$ cat src/rtl/mac_div_if.sv
// Handshake and data bundle between a division requester and the mac_div engine.
// The master issues start with operands; the slave returns busy/done and results.
interface mac_div_if #(
  parameter int N = 16
);
  logic             start;
  logic [2*N-1:0]   R;
  logic [N-1:0]     B;
  logic             busy;
  logic             done;
  logic [2*N-1:0]   Q;
  logic [N-1:0]     Rm;
  logic             dz;

  modport master (
    output start, R, B,
    input  busy, done, Q, Rm, dz
  );

  modport slave (
    input  start, R, B,
    output busy, done, Q, Rm, dz
  );
endinterface

$ cat src/rtl/mac_div.sv
// Sequential restoring divider recovering Q = R / B and Rm = R mod B from a MAC result.
// One quotient bit per clock; start/busy/done handshake, all outputs registered.
module mac_div #(
  parameter int N = 16
) (
  input  logic      clk,
  input  logic      rst,
  mac_div_if.slave  bus
);
  localparam int W  = 2 * N;
  localparam int CW = $clog2(W) + 1;

  typedef enum logic [1:0] {
    IDLE = 2'd0,
    RUN  = 2'd1,
    DONE = 2'd2
  } state_t;

  state_t          state;
  logic [W-1:0]    dvd;
  logic [W-1:0]    quo;
  logic [N-1:0]    dvs;
  logic [N:0]      part;
  logic [CW-1:0]   cnt;

  logic [N:0]      shifted;
  logic [N:0]      trial;
  logic            take;
  logic [N:0]      part_nxt;
  logic [W-1:0]    quo_nxt;
  logic            last;

  // One restoring step: the partial is always < divisor before the shift, so
  // N+1 bits hold the shifted value and the subtraction never underflows when taken.
  // NOTE: every combinational output is assigned unconditionally here, so no latch can be inferred.
  always_comb begin
    shifted  = {part[N-1:0], dvd[W-1]};
    trial    = shifted - {1'b0, dvs};
    take     = (shifted >= {1'b0, dvs});
    part_nxt = take ? trial : shifted;
    quo_nxt  = {quo[W-2:0], take};
    last     = (cnt == CW'(W - 1));
  end

  // NOTE: sequential state uses non-blocking assignments so every register samples pre-edge values.
  always_ff @(posedge clk or posedge rst) begin
    if (rst) begin
      state    <= IDLE;
      dvd      <= '0;
      quo      <= '0;
      dvs      <= '0;
      part     <= '0;
      cnt      <= '0;
      bus.busy <= 1'b0;
      bus.done <= 1'b0;
      bus.Q    <= '0;
      bus.Rm   <= '0;
      bus.dz   <= 1'b0;
    end else begin
      case (state)
        IDLE: begin
          bus.done <= 1'b0;
          if (bus.start) begin
            if (bus.B != '0) begin
              dvd      <= bus.R;
              dvs      <= bus.B;
              part     <= '0;
              quo      <= '0;
              cnt      <= '0;
              bus.busy <= 1'b1;
              state    <= RUN;
            end else begin
              // Divide by zero resolves in one cycle without touching the datapath.
              bus.Q    <= '1;
              bus.Rm   <= '0;
              bus.dz   <= 1'b1;
              bus.done <= 1'b1;
              state    <= DONE;
            end
          end
        end

        RUN: begin
          part <= part_nxt;
          dvd  <= {dvd[W-2:0], 1'b0};
          quo  <= quo_nxt;
          cnt  <= cnt + CW'(1);
          if (last) begin
            bus.Q    <= quo_nxt;
            bus.Rm   <= part_nxt[N-1:0];
            bus.dz   <= 1'b0;
            bus.busy <= 1'b0;
            bus.done <= 1'b1;
            state    <= DONE;
          end
        end

        DONE: begin
          bus.done <= 1'b0;
          state    <= IDLE;
        end

        default: begin
          bus.busy <= 1'b0;
          bus.done <= 1'b0;
          state    <= IDLE;
        end
      endcase
    end
  end
endmodule

$ cat src/flat_wrapper.sv
// flat-port wrapper written by rule: the top's interface ports become plain ports
module mac_div_flat 
#(
  parameter int N = 16
)
  (clk, rst, bus_start, bus_R, bus_B, bus_busy, bus_done, bus_Q, bus_Rm, bus_dz);
  mac_div_if #(.N(N)) bus_i ();
  input  logic clk;
  input  logic rst;
  input wire logic [$bits(bus_i.start)-1:0] bus_start;
  input wire logic [$bits(bus_i.R)-1:0] bus_R;
  input wire logic [$bits(bus_i.B)-1:0] bus_B;
  output wire logic [$bits(bus_i.busy)-1:0] bus_busy;
  output wire logic [$bits(bus_i.done)-1:0] bus_done;
  output wire logic [$bits(bus_i.Q)-1:0] bus_Q;
  output wire logic [$bits(bus_i.Rm)-1:0] bus_Rm;
  output wire logic [$bits(bus_i.dz)-1:0] bus_dz;
  assign bus_i.start = bus_start;
  assign bus_i.R = bus_R;
  assign bus_i.B = bus_B;
  assign bus_busy = bus_i.busy;
  assign bus_done = bus_i.done;
  assign bus_Q = bus_i.Q;
  assign bus_Rm = bus_i.Rm;
  assign bus_dz = bus_i.dz;
  mac_div #(.N(N)) u_core (.clk(clk), .rst(rst), .bus(bus_i));
endmodule
$ cat config.mk
export PLATFORM = sky130hd
export DESIGN_NAME = mac_div_flat
export DESIGN_NICKNAME = d
export VERILOG_FILES = /design/src/rtl/mac_div_if.sv /design/src/rtl/mac_div.sv /design/src/flat_wrapper.sv
export SDC_FILE = /design/constraint.sdc
export NUM_CORES = 1
export LEC_CHECK = 0
export CORE_ASPECT_RATIO = 1.4
export CORE_MARGIN = 4
export CORE_UTILIZATION = 35
export CTS_BUF_LIST = sky130_fd_sc_hd__clkbuf_8
export CTS_CLUSTER_SIZE = 28
export DETAILED_ROUTE_END_ITERATION = 10
export GPL_ROUTABILITY_DRIVEN = 0
export HOLD_SLACK_MARGIN = 0.05
export SYNTH_ARGS = -nofsm -noshare
export SYNTH_HDL_FRONTEND = slang
export SYNTH_SLANG_ARGS = --single-unit
$ cat constraint.sdc
create_clock -name clk -period 13.6 [get_ports clk]
set_clock_uncertainty 0.05 [all_clocks]
set_input_delay 1.36 -clock clk [delete_from_list [all_inputs] [get_ports clk]]
set_output_delay 1.36 -clock clk [all_outputs]
set_load 0.1 [all_outputs]
==> results.sh, run 1 <==
export IMPL_status="finished clean"
export IMPL_r2r_end="u_core.bus.Q[13]"
export IMPL_cts_tree="done"
export IMPL_clk_path_buf_depth=2
export IMPL_tns_ns=0
export IMPL_synth_async_reset_ratio_pct=100.0
export IMPL_cts_root_buf="clkbuf_8"
export IMPL_coreArea_um2=19770
export IMPL_cts_hold_buf=0
export IMPL_fp_dieW_um=127.6
export IMPL_grt_pass1_vias=5605
export IMPL_dp_hpwl_um=11490
export IMPL_worstSetupPathType="in2reg"
export IMPL_routed_wl_um=16770
export IMPL_drt_wirelength_per_cell_um=16.57
export IMPL_hp_class="reg2reg"
export IMPL_layout_nets=817
export IMPL_fmax_mhz=245.3
export IMPL_syn_inst=665
export IMPL_post_cts_setup_buffer_count=0
export IMPL_ys_ff_latch=154
export IMPL_n_antenna_cell=0
export IMPL_area_growth_pct=23.75
export IMPL_numPortBuffers=101
export IMPL_relSlewSlack_pct=20.43
export IMPL_cp_slowest_cell="nor4_1"
export IMPL_crit_chain="clkdlybuf4s50_1 -> nor4_1 -> nand4_1 -> or3b_1 -> a21oi_4 -> buf_4 -> mux2_2"
export IMPL_yosysSeqAreaShare_pct=54.99
export IMPL_synth_cell_types=58
export IMPL_dr_pass1_iters=4
export IMPL_vias=5402
export IMPL_std_cell_rows=61
export IMPL_crit_path_max_incr_delay_ns=0.58
export IMPL_holdPathStages=1
export IMPL_rsz0062_at_grt="false"
export IMPL_syn_cell_area_um2=7008
export IMPL_cts_made_buffers=17
export IMPL_worst_setup_path_start_kind="primary input"
export IMPL_drc_errors=0
export IMPL_fin_crit_ns=4.077
export IMPL_grt_max_degree=81
export IMPL_first_iter_violations=348
export IMPL_final_max_slew_viol_count=0
export IMPL_fillers=1867
export IMPL_clock_insertion_delay_worst_skew_ns=0.46
export IMPL_synthesis_nets=734
export IMPL_multi_input_area_um2=2900
export IMPL_finalSetupViolCount=0
export IMPL_period_share_pct=29.98
export IMPL_ys_warn_count=0
export IMPL_grt_pass1_wl_um=28350
export IMPL_start_util_pct=35.45
export IMPL_synth_top_cell_area_share_pct=54.99
export IMPL_crit_required_ns=13.89
export IMPL_synthTopCellsByArea="dfrtp_1 55%, nand2_1 5.1%, a22o_1 5.0%, o22a_1 3.9%, a31oi_1 3.0%"
export IMPL_dieHeight_um=175.4
export IMPL_synthFlopType="dfrtp_1"
export IMPL_antenna_found_initial=0
export IMPL_hold_viol_final=0
export IMPL_overflow=0
export IMPL_antenna_left=0
export IMPL_cp_end_kind="flip-flop"
export IMPL_arrival_ns=4.37
export IMPL_cap_violations=0
export IMPL_worst_slew_pin_slew_ns=1.191
export IMPL_top_level_ports=102
export IMPL_htreeDepth=4
export IMPL_cp_max_fo=42
export IMPL_vias_per_cell=5.338
export IMPL_cts_resized=0
export IMPL_synth_largest_area_cell="dfrtp_1"
export IMPL_worstReg2RegStart="u_core.state[1]"
export IMPL_synth_area_per_cell_um2=10.54
export IMPL_grt_usage_pct=15.74
export IMPL_cts_sinks=154
export IMPL_synth_edf_count=0
export IMPL_regArea_um2=3854
export IMPL_drive_above_1_share_pct=8.684
export IMPL_r2r_slack_ns=10.48
export IMPL_startpoint="bus_B[12]"
export IMPL_rr_worst_depth=4
export IMPL_endpoint="u_core.bus.Rm[0]"
export IMPL_die_area_um2=22380
export IMPL_clkTransAtPathRegs_ns=0.08
==> logic make-up after synthesis <==
logic type	after synthesis	synth area share, %
compound gates	203	21.44
xor+xnor	11	1.375
fa+ha+maj	18	3.321
buf+inv	66	3.910
flops	154	54.99
mux	14	2.250
simple gates	199	12.71
==> cells in the final DEF (no fill, tap or decap), types with 6 or more instances in the layout <==
cell type          n
a21oi_1           15
nor4_1             6
a22o_1            40
nand2_1           96
mux2_2            14
xor2_1             6
clkbuf_8          17
ha_1              17
inv_1             23
dfrtp_1          154
nand4_1            7
o22a_1            31
nor2_1            50
a31oi_1           34
nand3_1            6
clkdlybuf4s50_1  101
buf_4              6
a21o_1            18
o21ai_0           28
==> through the flow <==
stage               utilization [%]  hold slack (ns)  setup slack [ns]  area (um^2)  cells
CTS                           43.87           0.4604             9.504         8672   1012
global route                  43.87           0.4779             9.396         8672   1012
floorplan                         -           0.4097             8.040         7008    665
finish                        43.87           0.4530             9.523         8672   1012
detailed placement            41.57           0.4384             8.998         8217    981
global placement              41.57           0.4295             9.071         8217    981
==> how the worst min path moves through the flow <==
stage | startpoint | endpoint | slack [ns]
after CTS | u_core.bus.dz | u_core.bus.dz | 0.46
after floorplan | u_core.cnt[0] | u_core.cnt[0] | 0.41
after detailed placement | u_core.quo[30] | u_core.bus.Q[31] | 0.44
final | u_core.bus.dz | u_core.bus.dz | 0.45
after global routing | u_core.quo[30] | u_core.bus.Q[31] | 0.48
after global placement | u_core.cnt[0] | u_core.cnt[0] | 0.43
==> area by class of cell <==
class | count | share of cell area, %
timing repair buffer | 107 | 12.18
sequential | 154 | 44.44
tap | 252 | 3.636
inverter | 23 | 1.053
multi-input combinational | 445 | 33.44
clock buffer | 17 | 2.698
clock inverter | 14 | 2.554
==> cells in the mapped netlist (2+ instances only) <==
master and count:
a31o_1 2, and2b_1 2, a31oi_1 34, o31ai_1 2, a21o_1 18, nand3b_1 2, xor2_1 6, or3_1 4
nor4_1 6, dfrtp_1 154, nand2_1 96, buf_1 5, mux2_2 14, nor3b_1 2, a2111oi_0 2, or2_2 2
o21ai_0 28, a211oi_1 4, nor2_1 51, buf_4 3, clkbuf_1 28, a21oi_1 15, nor2b_1 4, xnor2_1 5
and3_1 3, a32o_1 2, nor3_1 5, nand3_1 6, buf_2 6, a22o_1 40, o211ai_1 2, a21oi_2 3
o2111ai_1 3, o21ai_1 2, nand2b_1 4, o2bb2ai_1 3, o21a_1 2, nand4_1 7, inv_1 23, o22a_1 31
ha_1 17
==> worst max-delay path, delay by kind of cell <==
kind | cells | cell delay [ns]
and+or+nand+nor | 3 | 1.32
AOI/OAI and AO/OA | 1 | 0.35
muxes | 1 | 0.38
buffers and inverters | 2 | 0.91
==> state kept, by name, summed over array words and instances, names as in the netlist <==
register,count
u_core.cnt,6
u_core.quo,31
u_core.bus.Q,32
u_core.state,2
u_core.dvd,32
u_core.dvs,16
u_core.part,16
u_core.bus.Rm,16
u_core.bus.dz,1
u_core.bus.done,1
u_core.bus.busy,1
==> metal layers <==
layer | vias up | global-route usage [%] | wire length [um]
li1 | 2561 | - | -
met1 | 2669 | 19.15 | 7135
met2 | 139 | 26.03 | 8524
met3 | 33 | 3.742 | 644
met4 | 0 | 7.876 | 468
met5 | - | 0 | 0
Power of run 1 is not shown: default switching activity piles up to over one toggle a cycle in this logic, so the estimate is an artifact.
==> run 2: changes to the inputs <==
==> constraint.sdc (replaced) <==
create_clock -name clk -period 3.3 [get_ports clk]
set_clock_uncertainty 0.05 [all_clocks]
set_input_delay 0.33 -clock clk [delete_from_list [all_inputs] [get_ports clk]]
set_output_delay 0.33 -clock clk [all_outputs]
set_load 0.1 [all_outputs]
==> results.sh, run 2 (synthesis results as in run 1) <==
export IMPL_drive_above_1_share_pct=10.98
export IMPL_pre_cts_slack_ns=0.3551
export IMPL_cts_hold_buf=1
export IMPL_start_util_pct=35.45
export IMPL_final_common_cell="dfrtp_1"
export IMPL_cts_tree="done"
export IMPL_n_antenna_cell=0
export IMPL_worstHoldStart="bus_R[21]"
export IMPL_period_share_pct=85.72
export IMPL_vias_per_cell=5.264
export IMPL_min_to="u_core.dvd[21]"
export IMPL_hold_viol_final=0
export IMPL_fin_ws_ns=0.4712
export IMPL_grt_pass1_wl_um=27580
export IMPL_top_level_ports=102
export IMPL_fp_dieW_um=127.6
export IMPL_antenna_left=0
export IMPL_cp_max_fo=4
export IMPL_worstReg2RegStart="u_core.dvd[31]"
export IMPL_drt_wirelength_per_cell_um=16.30
export IMPL_layout_nets=830
export IMPL_cts_made_buffers=17
export IMPL_vias=5401
export IMPL_routed_wl_um=16720
export IMPL_post_route_util_pct=44.20
export IMPL_r2r_slack_ns=0.47
export IMPL_cts_resized=0
export IMPL_hp_class="in2reg"
export IMPL_reg_top3="u_core.bus.Q: 32 flops, u_core.dvd: 32 flops, u_core.quo: 31 flops"
export IMPL_cap_violations=0
export IMPL_grt_max_degree=107
export IMPL_relSlewSlack_pct=25.52
export IMPL_clock_insertion_delay_worst_skew_ns=0.46
export IMPL_status="finished clean"
export IMPL_cp_slowest_cell="fa_1"
export IMPL_overflow=0
export IMPL_crit_path_max_incr_delay_ns=0.40
export IMPL_htreeDepth=4
export IMPL_post_cts_setup_buffer_count=0
export IMPL_std_cell_rows=61
export IMPL_crit_required_ns=3.59
export IMPL_area_growth_pct=24.67
export IMPL_numPortBuffers=101
export IMPL_worst_setup_path_start_kind="flip-flop"
export IMPL_final_max_slew_viol_count=0
export IMPL_layout_common_cells="154 x dfrtp_1, 96 x nand2_1, 96 x clkdlybuf4s50_1"
export IMPL_tns_ns=0
export IMPL_rsz0062_at_grt="false"
export IMPL_stdcell_count=1026
export IMPL_cts_sinks=154
export IMPL_crit_buf_inv=1
export IMPL_dr_pass1_iters=4
export IMPL_r2r_end="u_core.bus.Rm[12]"
export IMPL_clkTransAtPathRegs_ns=0.09
export IMPL_holdPathStages=3
export IMPL_arrival_ns=3.12
export IMPL_drc_errors=0
export IMPL_dp_hpwl_um=11760
export IMPL_clk_path_buf_depth=2
export IMPL_dieHeight_um=175.4
export IMPL_antenna_found_initial=0
export IMPL_fmax_mhz=353.5
export IMPL_worst_slew_pin_slew_ns=1.114
export IMPL_first_iter_violations=293
export IMPL_fillers=1879
export IMPL_grt_pass1_vias=5557
export IMPL_coreArea_um2=19770
export IMPL_die_area_um2=22380
export IMPL_dp_cells=993
export IMPL_crit_chain="inv_1 -> ha_1 -> fa_1 -> and2b_1 -> o2111ai_1 -> a31o_2 -> a211oi_1 -> o21ai_0 -> a32o_1 -> mux2_2"
export IMPL_finalSetupViolCount=0
export IMPL_grt_usage_pct=15.30
export IMPL_worstSetupPathType="reg2reg"
export IMPL_cts_root_buf="clkbuf_8"
export IMPL_fin_crit_ns=2.829
export IMPL_rr_worst_depth=10
export IMPL_cp_top_family="compound AO/OA/AOI/OAI gates"
export IMPL_cp_end_kind="flip-flop"
-- run 2: cell types whose count changed in the layout (fill, tap and decap cells not counted), moves of 2 or more --
cell             delta
buf_4              +13
bufinv_16           -5
clkdlybuf4s50_1     -5
buf_12              +4
inv_6               +4
clkinv_4            -3
clkinvlp_4          +3
clkinv_8            +2
inv_8               +2
-- run 2: worst max path at each step --
stage | from | endpoint | cells after the start
global placement | bus_B[0] | u_core.bus.Rm[15] | 9
finish | u_core.dvd[31] | u_core.bus.Rm[12] | 10
global route | u_core.dvd[31] | u_core.bus.Rm[12] | 10
CTS | u_core.dvs[0] | u_core.bus.Rm[12] | 9
floorplan | u_core.dvd[31] | u_core.bus.Rm[12] | 10
detailed placement | bus_B[0] | u_core.bus.Rm[15] | 9
-- run 2: cell type report --
cell class	instances	area, um^2	area share, %
Timing Repair Buffer	120	1194	13.66
Inverter	23	90.09	1.031
Clock buffer	17	234.0	2.678
Multi-Input combinational cell	445	2900	33.19
Clock inverter	15	150.1	1.718
Sequential cell	154	3854	44.11
Tap cell	252	315.3	3.609
-- run 2: through the flow --
step	hold slack (ns)	area, um^2
6_report	0.3787	8737
5_1_grt	0.3531	8737
4_1_cts	0.3429	8737
3_5_place_dp	0.4335	8343
3_3_place_gp	0.4266	8343
2_1_floorplan	0.3968	7012
-- run 2: worst min-delay path, stage by stage --
cell and delay, ns:
clkdlybuf4s50_1 0.39, nand2_1 0.06, a31oi_1 0.07
-- run 2: layer usage --
metal	up-vias	share of wire [%]	track usage, %
li1	2589	-	-
met1	2687	41	18.09
met2	103	53	26.56
met3	22	3.9	3.772
met4	0	2.6	6.106
met5	-	0	0
Power of run 2 is left out for the same reason.
